**config.mk**
```make
export PLATFORM = sky130hd
export DESIGN_NAME = ins_encoder
export DESIGN_NICKNAME = d
export VERILOG_FILES = /design/src/rtl/ins_encoder.sv
export SDC_FILE = /design/constraint.sdc
export NUM_CORES = 1
export LEC_CHECK = 0
export ABC_AREA = 0
export CORE_MARGIN = 3
export CORE_UTILIZATION = 45
export CTS_CLUSTER_SIZE = 10
export DETAILED_ROUTE_END_ITERATION = 16
export PLACE_DENSITY = 0.71
export SYNTH_ARGS = -nofsm -noshare
export SYNTH_HDL_FRONTEND = slang
export SYNTH_SLANG_ARGS = --single-unit
```
**constraint.sdc**
```tcl
create_clock -name clk -period 2.34 [get_ports clk]
set_clock_uncertainty 0.05 [all_clocks]
set_input_delay 0.585 -clock clk [delete_from_list [all_inputs] [get_ports clk]]
set_output_delay 0.585 -clock clk [all_outputs]
set_load 0.1 [all_outputs]
```
**src/rtl/ins_encoder.sv**
```systemverilog
// Instruction encoder/loader: packs one symbolic instruction per handshake into
// the decoder's 32-bit format and writes it sequentially into instruction memory.
//
// state   | meaning
// S_IDLE  | ready for a request unless memory is full
// S_ENC   | latched request is encoded and range-checked
// S_WRITE | encoded word presented on the write port for one cycle
module ins_encoder #(
  parameter int AW = 10
) (
  input  logic          clk,
  input  logic          rst,
  input  logic          req_valid,
  output logic          req_ready,
  input  logic [4:0]    req_op,
  input  logic [4:0]    req_rd,
  input  logic [4:0]    req_ra,
  input  logic [4:0]    req_rb,
  input  logic [1:0]    req_sv,
  input  logic [31:0]   req_imm,
  input  logic          rewind,
  output logic          im_wen,
  output logic [AW-1:0] im_addr,
  output logic [31:0]   im_wdata,
  output logic          err,
  output logic [1:0]    err_code,
  output logic          full,
  output logic [AW:0]   count
);

  typedef enum logic [1:0] {
    S_IDLE  = 2'd0,
    S_ENC   = 2'd1,
    S_WRITE = 2'd2
  } state_t;

  state_t        r_state;
  state_t        w_next;

  logic [4:0]    r_op;
  logic [4:0]    r_rd;
  logic [4:0]    r_ra;
  logic [4:0]    r_rb;
  logic [1:0]    r_sv;
  logic [31:0]   r_imm;

  logic          r_wen;
  logic [31:0]   r_wdata;
  logic          r_err;
  logic [1:0]    r_code;
  logic          r_full;
  logic [AW-1:0] r_wptr;
  logic [AW:0]   r_count;

  logic          w_accept;
  logic [5:0]    w_opc;
  logic [4:0]    w_sub;
  logic [14:0]   w_lo;
  logic [31:0]   w_word;
  logic          w_illegal;
  logic          w_misalign;
  logic          w_range;
  logic [1:0]    w_code;
  logic          w_ok;

  assign req_ready = (r_state == S_IDLE) && !r_full;
  assign w_accept  = req_valid && req_ready;

  always_comb begin
    w_sub = 5'b00000;
    case (r_op[2:0])
      3'd0:    w_sub = 5'b00000;
      3'd1:    w_sub = 5'b00001;
      3'd2:    w_sub = 5'b00010;
      3'd3:    w_sub = 5'b00100;
      3'd4:    w_sub = 5'b00011;
      3'd5:    w_sub = 5'b01001;
      3'd6:    w_sub = 5'b01000;
      default: w_sub = 5'b01011;
    endcase
  end

  // Range checks test that the immediate fits the field as a signed/unsigned value.
  always_comb begin
    w_opc      = 6'b100000;
    w_lo       = '0;
    w_illegal  = 1'b0;
    w_misalign = 1'b0;
    w_range    = 1'b0;
    case (r_op)
      5'd0, 5'd1, 5'd2, 5'd3, 5'd4: begin
        w_lo = {r_rb, 5'b00000, w_sub};
      end
      5'd5, 5'd6, 5'd7: begin
        w_lo    = {r_imm[4:0], 5'b00000, w_sub};
        w_range = |r_imm[31:5];
      end
      5'd8: begin
        w_opc   = 6'b101000;
        w_lo    = r_imm[14:0];
        w_range = !((r_imm[31:14] == '0) || (r_imm[31:14] == '1));
      end
      5'd9: begin
        w_opc   = 6'b101100;
        w_lo    = r_imm[14:0];
        w_range = |r_imm[31:15];
      end
      5'd10: begin
        w_opc   = 6'b101011;
        w_lo    = r_imm[14:0];
        w_range = |r_imm[31:15];
      end
      5'd11, 5'd12: begin
        w_opc      = (r_op == 5'd11) ? 6'b000010 : 6'b001010;
        w_lo       = r_imm[16:2];
        w_misalign = |r_imm[1:0];
        w_range    = |r_imm[31:17];
      end
      5'd13: begin
        w_opc   = 6'b100010;
        w_range = !((r_imm[31:19] == '0) || (r_imm[31:19] == '1));
      end
      5'd14: begin
        w_opc = 6'b011100;
        w_lo  = {r_rb, r_sv, 8'h02};
      end
      5'd15: begin
        w_opc = 6'b011100;
        w_lo  = {r_rb, r_sv, 8'h0A};
      end
      5'd16, 5'd17: begin
        w_opc      = 6'b100110;
        w_lo       = {r_op[0], r_imm[14:1]};
        w_misalign = r_imm[0];
        w_range    = !((r_imm[31:14] == '0) || (r_imm[31:14] == '1));
      end
      5'd18: begin
        w_opc      = 6'b100100;
        w_misalign = r_imm[0];
        w_range    = !((r_imm[31:24] == '0) || (r_imm[31:24] == '1));
      end
      default: begin
        w_illegal = 1'b1;
      end
    endcase
  end

  // MOVI and J immediates overwrite the register fields of the common layout.
  always_comb begin
    w_word = {1'b0, w_opc, r_rd, r_ra, w_lo};
    if (r_op == 5'd13) begin
      w_word[19:0] = r_imm[19:0];
    end
    if (r_op == 5'd18) begin
      w_word[24:0] = {1'b0, r_imm[24:1]};
    end
  end

  always_comb begin
    if (w_illegal) begin
      w_code = 2'd1;
    end else if (w_misalign) begin
      w_code = 2'd3;
    end else if (w_range) begin
      w_code = 2'd2;
    end else begin
      w_code = 2'd0;
    end
  end

  assign w_ok = (w_code == 2'd0);

  always_comb begin
    w_next = r_state;
    case (r_state)
      S_IDLE:  if (w_accept) w_next = S_ENC;
      S_ENC:   w_next = w_ok ? S_WRITE : S_IDLE;
      S_WRITE: w_next = S_IDLE;
      default: w_next = S_IDLE;
    endcase
  end

  always_ff @(posedge clk) begin
    if (rst) begin
      r_state <= S_IDLE;
      r_op    <= '0;
      r_rd    <= '0;
      r_ra    <= '0;
      r_rb    <= '0;
      r_sv    <= '0;
      r_imm   <= '0;
      r_wen   <= 1'b0;
      r_wdata <= '0;
      r_err   <= 1'b0;
      r_code  <= '0;
      r_full  <= 1'b0;
      r_wptr  <= '0;
      r_count <= '0;
    end else begin
      r_state <= w_next;
      r_wen   <= (r_state == S_ENC) && w_ok;
      r_err   <= (r_state == S_ENC) && !w_ok;
      if ((r_state == S_ENC) && !w_ok) begin
        r_code <= w_code;
      end
      if ((r_state == S_ENC) && w_ok) begin
        r_wdata <= w_word;
      end
      if (w_accept) begin
        r_op  <= req_op;
        r_rd  <= req_rd;
        r_ra  <= req_ra;
        r_rb  <= req_rb;
        r_sv  <= req_sv;
        r_imm <= req_imm;
      end
      // A rewind during the write lets it land at the old address, then restarts at 0.
      if (rewind) begin
        r_wptr  <= '0;
        r_count <= '0;
        r_full  <= 1'b0;
      end else if (r_state == S_WRITE) begin
        r_wptr  <= r_wptr + 1'b1;
        r_count <= r_count + 1'b1;
        r_full  <= &r_wptr;
      end
    end
  end

  assign im_wen   = r_wen;
  assign im_addr  = r_wptr;
  assign im_wdata = r_wdata;
  assign err      = r_err;
  assign err_code = r_code;
  assign full     = r_full;
  assign count    = r_count;

endmodule

```
# == After elaboration in Yosys (flattened, before gate mapping) ==
# Index checks and enable logic that the tools add are counted.
# op_classes
n_eq_ne,30
n_addsub,2
n_reduce_logical,35
muxes,14
# op_table
cell,count
one-hot mux 15 bit (7 select lines),1
one-hot mux 6 bit (8 select lines),1
"== test 5 x 4 -> 1 bit, second input constant",8
one-hot mux 4 bit (7 select lines),1
OR reduction 27 bit,1
2-to-1 mux 25 bit,1
"== test 5 x 3 -> 1 bit, second input constant",4
2-to-1 mux 20 bit,1
OR reduction 19 bit,1
"== test 18 bit, second input constant",1
zero test 18 bit,1
OR reduction 17 bit,1
"== test 5 bit, second input constant",3
OR reduction 15 bit,1
"== test 13 bit, second input constant",1
zero test 13 bit,1
OR reduction 2 bit,6
OR reduction 3 bit,4
"adder 11 x 1 -> 11 bit, second input constant",1
"adder 10 x 1 -> 10 bit, second input constant",1
"== test 5 x 2 -> 1 bit, second input constant",2
2-to-1 mux 2 bit,5
AND reduction 10 bit,1
"== test 3 bit, second input constant",3
19 further kinds,30
# totals
register_bits,113
inputBits,58

# == Longest topological paths before layout ==
# depth
word_depth,10
ltp_mapped,11
ltp_nobuf,7

# == Least setup slack after synthesis ==
# OpenSTA, ideal clock, no wires.
# synth_path
path_kind,reg2reg
start,register r_full (netlist: full)
end,register r_imm[10]
setup_slack_ns,-1.831
t_arrival_ns,3.989
stages_incl_launch_ff,6
setup_ns,0.132
synth_period_minus_slack_ns,4.171
path_cell_list,dfxtp_1 > nor3_1 > nand2_1 > clkbuf_1 > nand2_1 > a21oi_1
# synth_via
elab_chain_cells,3
# synth_rtl
item,line_no,rtl
from (decl),51,logic r_full;
from (signal assigned),225,r_full <= &r_wptr;
zero test 1 bit,66,assign req_ready = (r_state == S_IDLE) && !r_full;
logical AND 1 bit,66,
net req_ready,14,"output logic req_ready,"
logical AND 1 bit,67,assign w_accept = req_valid && req_ready;
to (signal assigned),215,r_imm <= req_imm;
to (decl),45,logic [31:0] r_imm;
# The timed path passes the listed nets, and every way through them passes these cells.
# A chain may end at the register's enable or synchronous reset.

# == Final worst setup path ==
# layout_path
start,register r_imm[17]
end,register r_wdata[21] (netlist: im_wdata[21])
# layout_via
elab_chain_cells,9
# layout_rtl
item,line_no,rtl
== test 18 bit or zero test 18 bit (tied branches),"101, 135",
logical OR 1 bit,"101, 135",
zero test 1 bit,"101, 135",
one-hot mux 1 bit (6 select lines) (*),90,case (r_op)
2-to-1 mux 2 bit (*),164,end else if (w_range) begin
2-to-1 mux 2 bit (*),162,end else if (w_misalign) begin
2-to-1 mux 2 bit (*),160,if (w_illegal) begin
zero test 2 bit (*),171,assign w_ok = (w_code == 2'd0);
logical AND 1 bit (*),206,if ((r_state == S_ENC) && w_ok) begin
to (signal assigned),207,r_wdata <= w_word;
to (decl),48,logic [31:0] r_wdata;
# Mark *: on every way between the ends. The rest lies on a longest branch, timed or not.

==> impl_metrics.json <==
{
  "port_buffers": 115,
  "ys_seq_area_share_pct": 45.1,
  "drt-met1-wl_um": 6600,
  "power.share.clock_pct": 42.3,
  "syn2layout_area_growth_pct": 41.5,
  "highest_layer": "met4",
  "critical_path_buf_inv_count": 1,
  "core_area_um2": 10600,
  "violations": "negative setup slack",
  "cp-start-kind": "register",
  "power_density_nw_per_um2": 775,
  "fin_area_um2": 7090,
  "cts_tree": "built",
  "ys_async_sr_fraction_pct": 0,
  "internal_power_mw": 3.81,
  "grt_remaining_overflow": 0,
  "fin_nets": 820,
  "critPathSlowestCell": "nor4_1",
  "combPwrFrac_pct": 18.9,
  "final_hold_viol_count": 0,
  "die-area_um2": 12400,
  "die_w_um": 112,
  "die_y_um": 112,
  "hpwl_um": 10700,
  "layout_setup_ws_ps": -73.7,
  "vias": 5110,
  "setup_viol": 27,
  "power_frac_seq_pct": 38.8,
  "hp-class": "register to register",
  "max_cap_viol_count": 0,
  "yosysWarningCount": 0,
  "wirelength_um": 15500,
  "synth_ff_type": "dfxtp_1",
  "worstSetupPathType": "register to register",
  "cp_top_family": "simple AND/OR/NAND/NOR gates",
  "grt_max_degree": 73,
  "synth-seq-cells": 113,
  "rsz0062_at_grt": "true",
  "crit_path_cell_trace": "nor4_1 -> nand4_1 -> nand2_1 -> nor4b_4 -> and4_4 -> clkbuf_16 -> nor2_2 -> a211oi_1",
  "num_rows": 37,
  "numCtsBuffers": 17,
  "period_minus_slack_ps": 2410,
  "route.met2.wl_um": 7360,
  "mostFrequentLayoutCells": "nand2_1 (149), dfxtp_1 (101), buf_4 (89), a21oi_1 (75), nor2_1 (62)",
  "crit_path_max_incr_delay_ps": 430,
  "outcome": "finished with violations",
  "final_util_pct": 66.9,
  "synth_cell_types": 56,
  "layout_worst_path_cycle_share_pct": 103,
  "drv_slew": 0,
  "netlist_instances": 627,
  "grt_pass1_vias": 4774,
  "avgSynthCellArea_um2": 8.00,
  "power_mw": 5.50,
  "p_sw_mw": 1.69,
  "h-tree-depth": 4,
  "start_util_pct": 47.3,
  "netlist_area_um2": 5010,
  "synth-edff-count": 0,
  "grt_pass1_wl_um": 24100,
  "io_pins": 117,
  "switching_share_pct": 30.7,
  "clk_pin_slew_ps": 60,
  "wl_met3_um": 1280,
  "placed_area_um2": 6360,
  "clockBufferDepth": 2,
  "cts.sinks": 113,
  "place_ws_ps": 61.8,
  "wl_per_cell_um": 17.1,
  "max_freq_mhz": 414,
  "antenna_found_initial": 0,
  "first_pass_iters": 7,
  "path_max_fanout": 10,
  "finalSetupTns_ps": -919,
  "num_antenna_cells": 0,
  "drcViolationCount": 0,
  "gr-usage-all-layers_pct": 23.9,
  "cp-end-kind": "register",
  "drtIter0Drc": 497,
  "place.gp.congestion": 0.881,
  "final_common_cell": "nand2_1",
  "postRouteAntennaNets": 0,
  "p_leak_nw": 2.84,
  "root_buffer": "clkbuf_8",
  "worstPathRequired_ps": 2720,
  "clock_latency_ps": 520,
  "synth_fp_nets": 687,
  "vias_per_cell": 5.63,
  "worstPathArrival_ps": 2800,
  "peakVddDrop_v": 0.000347,
  "layout-drive-gt1-share_pct": 21.6
}
==> synthesized netlist by cell type (2+ instances only) <==
| cell type | instances | area (um2) |
|---|---|---|
| a211oi_1 | 17 | 128 |
| a22oi_1 | 6 | 45.0 |
| nand2_1 | 149 | 559 |
| buf_4 | 2 | 15.0 |
| nor2b_1 | 3 | 18.8 |
| and3_1 | 13 | 81.3 |
| mux2i_1 | 12 | 120 |
| buf_6 | 2 | 22.5 |
| a311oi_1 | 2 | 17.5 |
| nor3_1 | 15 | 75.1 |
| nor2_1 | 67 | 251 |
| nand3_1 | 11 | 55.1 |
| nand2b_1 | 6 | 37.5 |
| inv_1 | 3 | 11.3 |
| nor4_1 | 4 | 25.0 |
| nor4_2 | 2 | 25.0 |
| a222oi_1 | 10 | 100 |
| and4_1 | 3 | 26.3 |
| buf_2 | 7 | 35.0 |
| xor2_1 | 14 | 123 |
| dfxtp_1 | 113 | 2260 |
| and2b_1 | 2 | 15.0 |
| o21ai_0 | 5 | 25.0 |
| xnor2_1 | 5 | 43.8 |
| nand4_2 | 2 | 25.0 |
| clkbuf_1 | 30 | 113 |
| a21oi_1 | 75 | 375 |
| o211ai_1 | 6 | 45.0 |
| nand4_1 | 8 | 50.1 |
| buf_1 | 2 | 7.51 |
| o22ai_1 | 3 | 18.8 |
| and2_1 | 3 | 18.8 |
| ha_1 | 2 | 25.0 |
==> state kept, by name, indices dropped and copies added (netlist names) <==
name / cells
im_addr: 10
im_wen: 1
r_imm: 32
r_op: 5
r_sv: 2
r_state: 2
err_code: 2
r_rd: 5
full: 1
count: 11
im_wdata: 31
r_rb: 5
err: 1
r_ra: 5
==> metal layers <==
layer / up-vias / track usage, %
li1: 2465 / -
met1: 2384 / 31.4
met2: 238 / 37.8
met3: 23 / 6.47
met4: 0 / 8.60
met5: - / 0
==> metrics by stage <==
stage	hold slack, ps	std cells
6_report	406	908
5_1_grt	423	908
4_1_cts	408	903
3_5_place_dp	401	872
3_3_place_gp	397	872
2_1_floorplan	386	627
==> final cells by class <==
cell class	instances	area (um2)
Sequential cell	113	2280
Fill cell	896	3510
Multi-Input combinational cell	468	2630
Inverter	3	11.3
Timing Repair Buffer	157	1470
Clock buffer	19	422
Clock inverter	12	113
Tap cell	136	170
==> worst register-to-register path, delay by kind of cell (launching register included) <==
kind | cells | cell delay [ps]
compound gates | 1 | 190
buf+inv | 1 | 200
flops | 1 | 370
simple gates | 6 | 1500
==> power groups by stage <==
| stage | combinational [mW] | sequential (mW) | clock [mW] |
|---|---|---|---|
| finish | 1.04 | 2.13 | 2.32 |
| global route | 1.11 | 2.15 | 2.44 |
| CTS | 0.983 | 2.12 | 2.35 |
| detailed placement | 0.979 | 2.17 | 0 |
| global placement | 0.971 | 2.16 | 0 |
| floorplan | 0.382 | 2.42 | 0 |
==> final timing paths <==
path | depth (start not counted) | slack [ps] | end | startpoint
worst min-delay path | 2 | 410 | im_wdata[19]$_SDFFE_PP0P_ | im_wdata[19]$_SDFFE_PP0P_
worst max register to register | 8 | -70 | im_wdata[21]$_SDFFE_PP0P_ | r_imm[17]$_SDFFE_PP0P_
worst min register to register | 2 | 410 | im_wdata[19]$_SDFFE_PP0P_ | im_wdata[19]$_SDFFE_PP0P_
worst max-delay path | 8 | -70 | im_wdata[21]$_SDFFE_PP0P_ | r_imm[17]$_SDFFE_PP0P_
==> cell families after synthesis <==
kind of cell | synth area share (%)
AOI/OAI and AO/OA | 17.0
xor gates and xnor gates | 3.32
adders and majority gates | 0.499
buffers and inverters | 4.07
DFF | 45.1
muxes | 2.40
other | 0.0748
and+or+nand+nor | 27.5
==> repair_timing <==
item	in CTS	in global routing
buffers inserted	0	1
hold buffers	0	0
gates resized for setup	0	30
setup endpoints to repair	0	32
No activity file was read; power rests on OpenSTA's default activity.
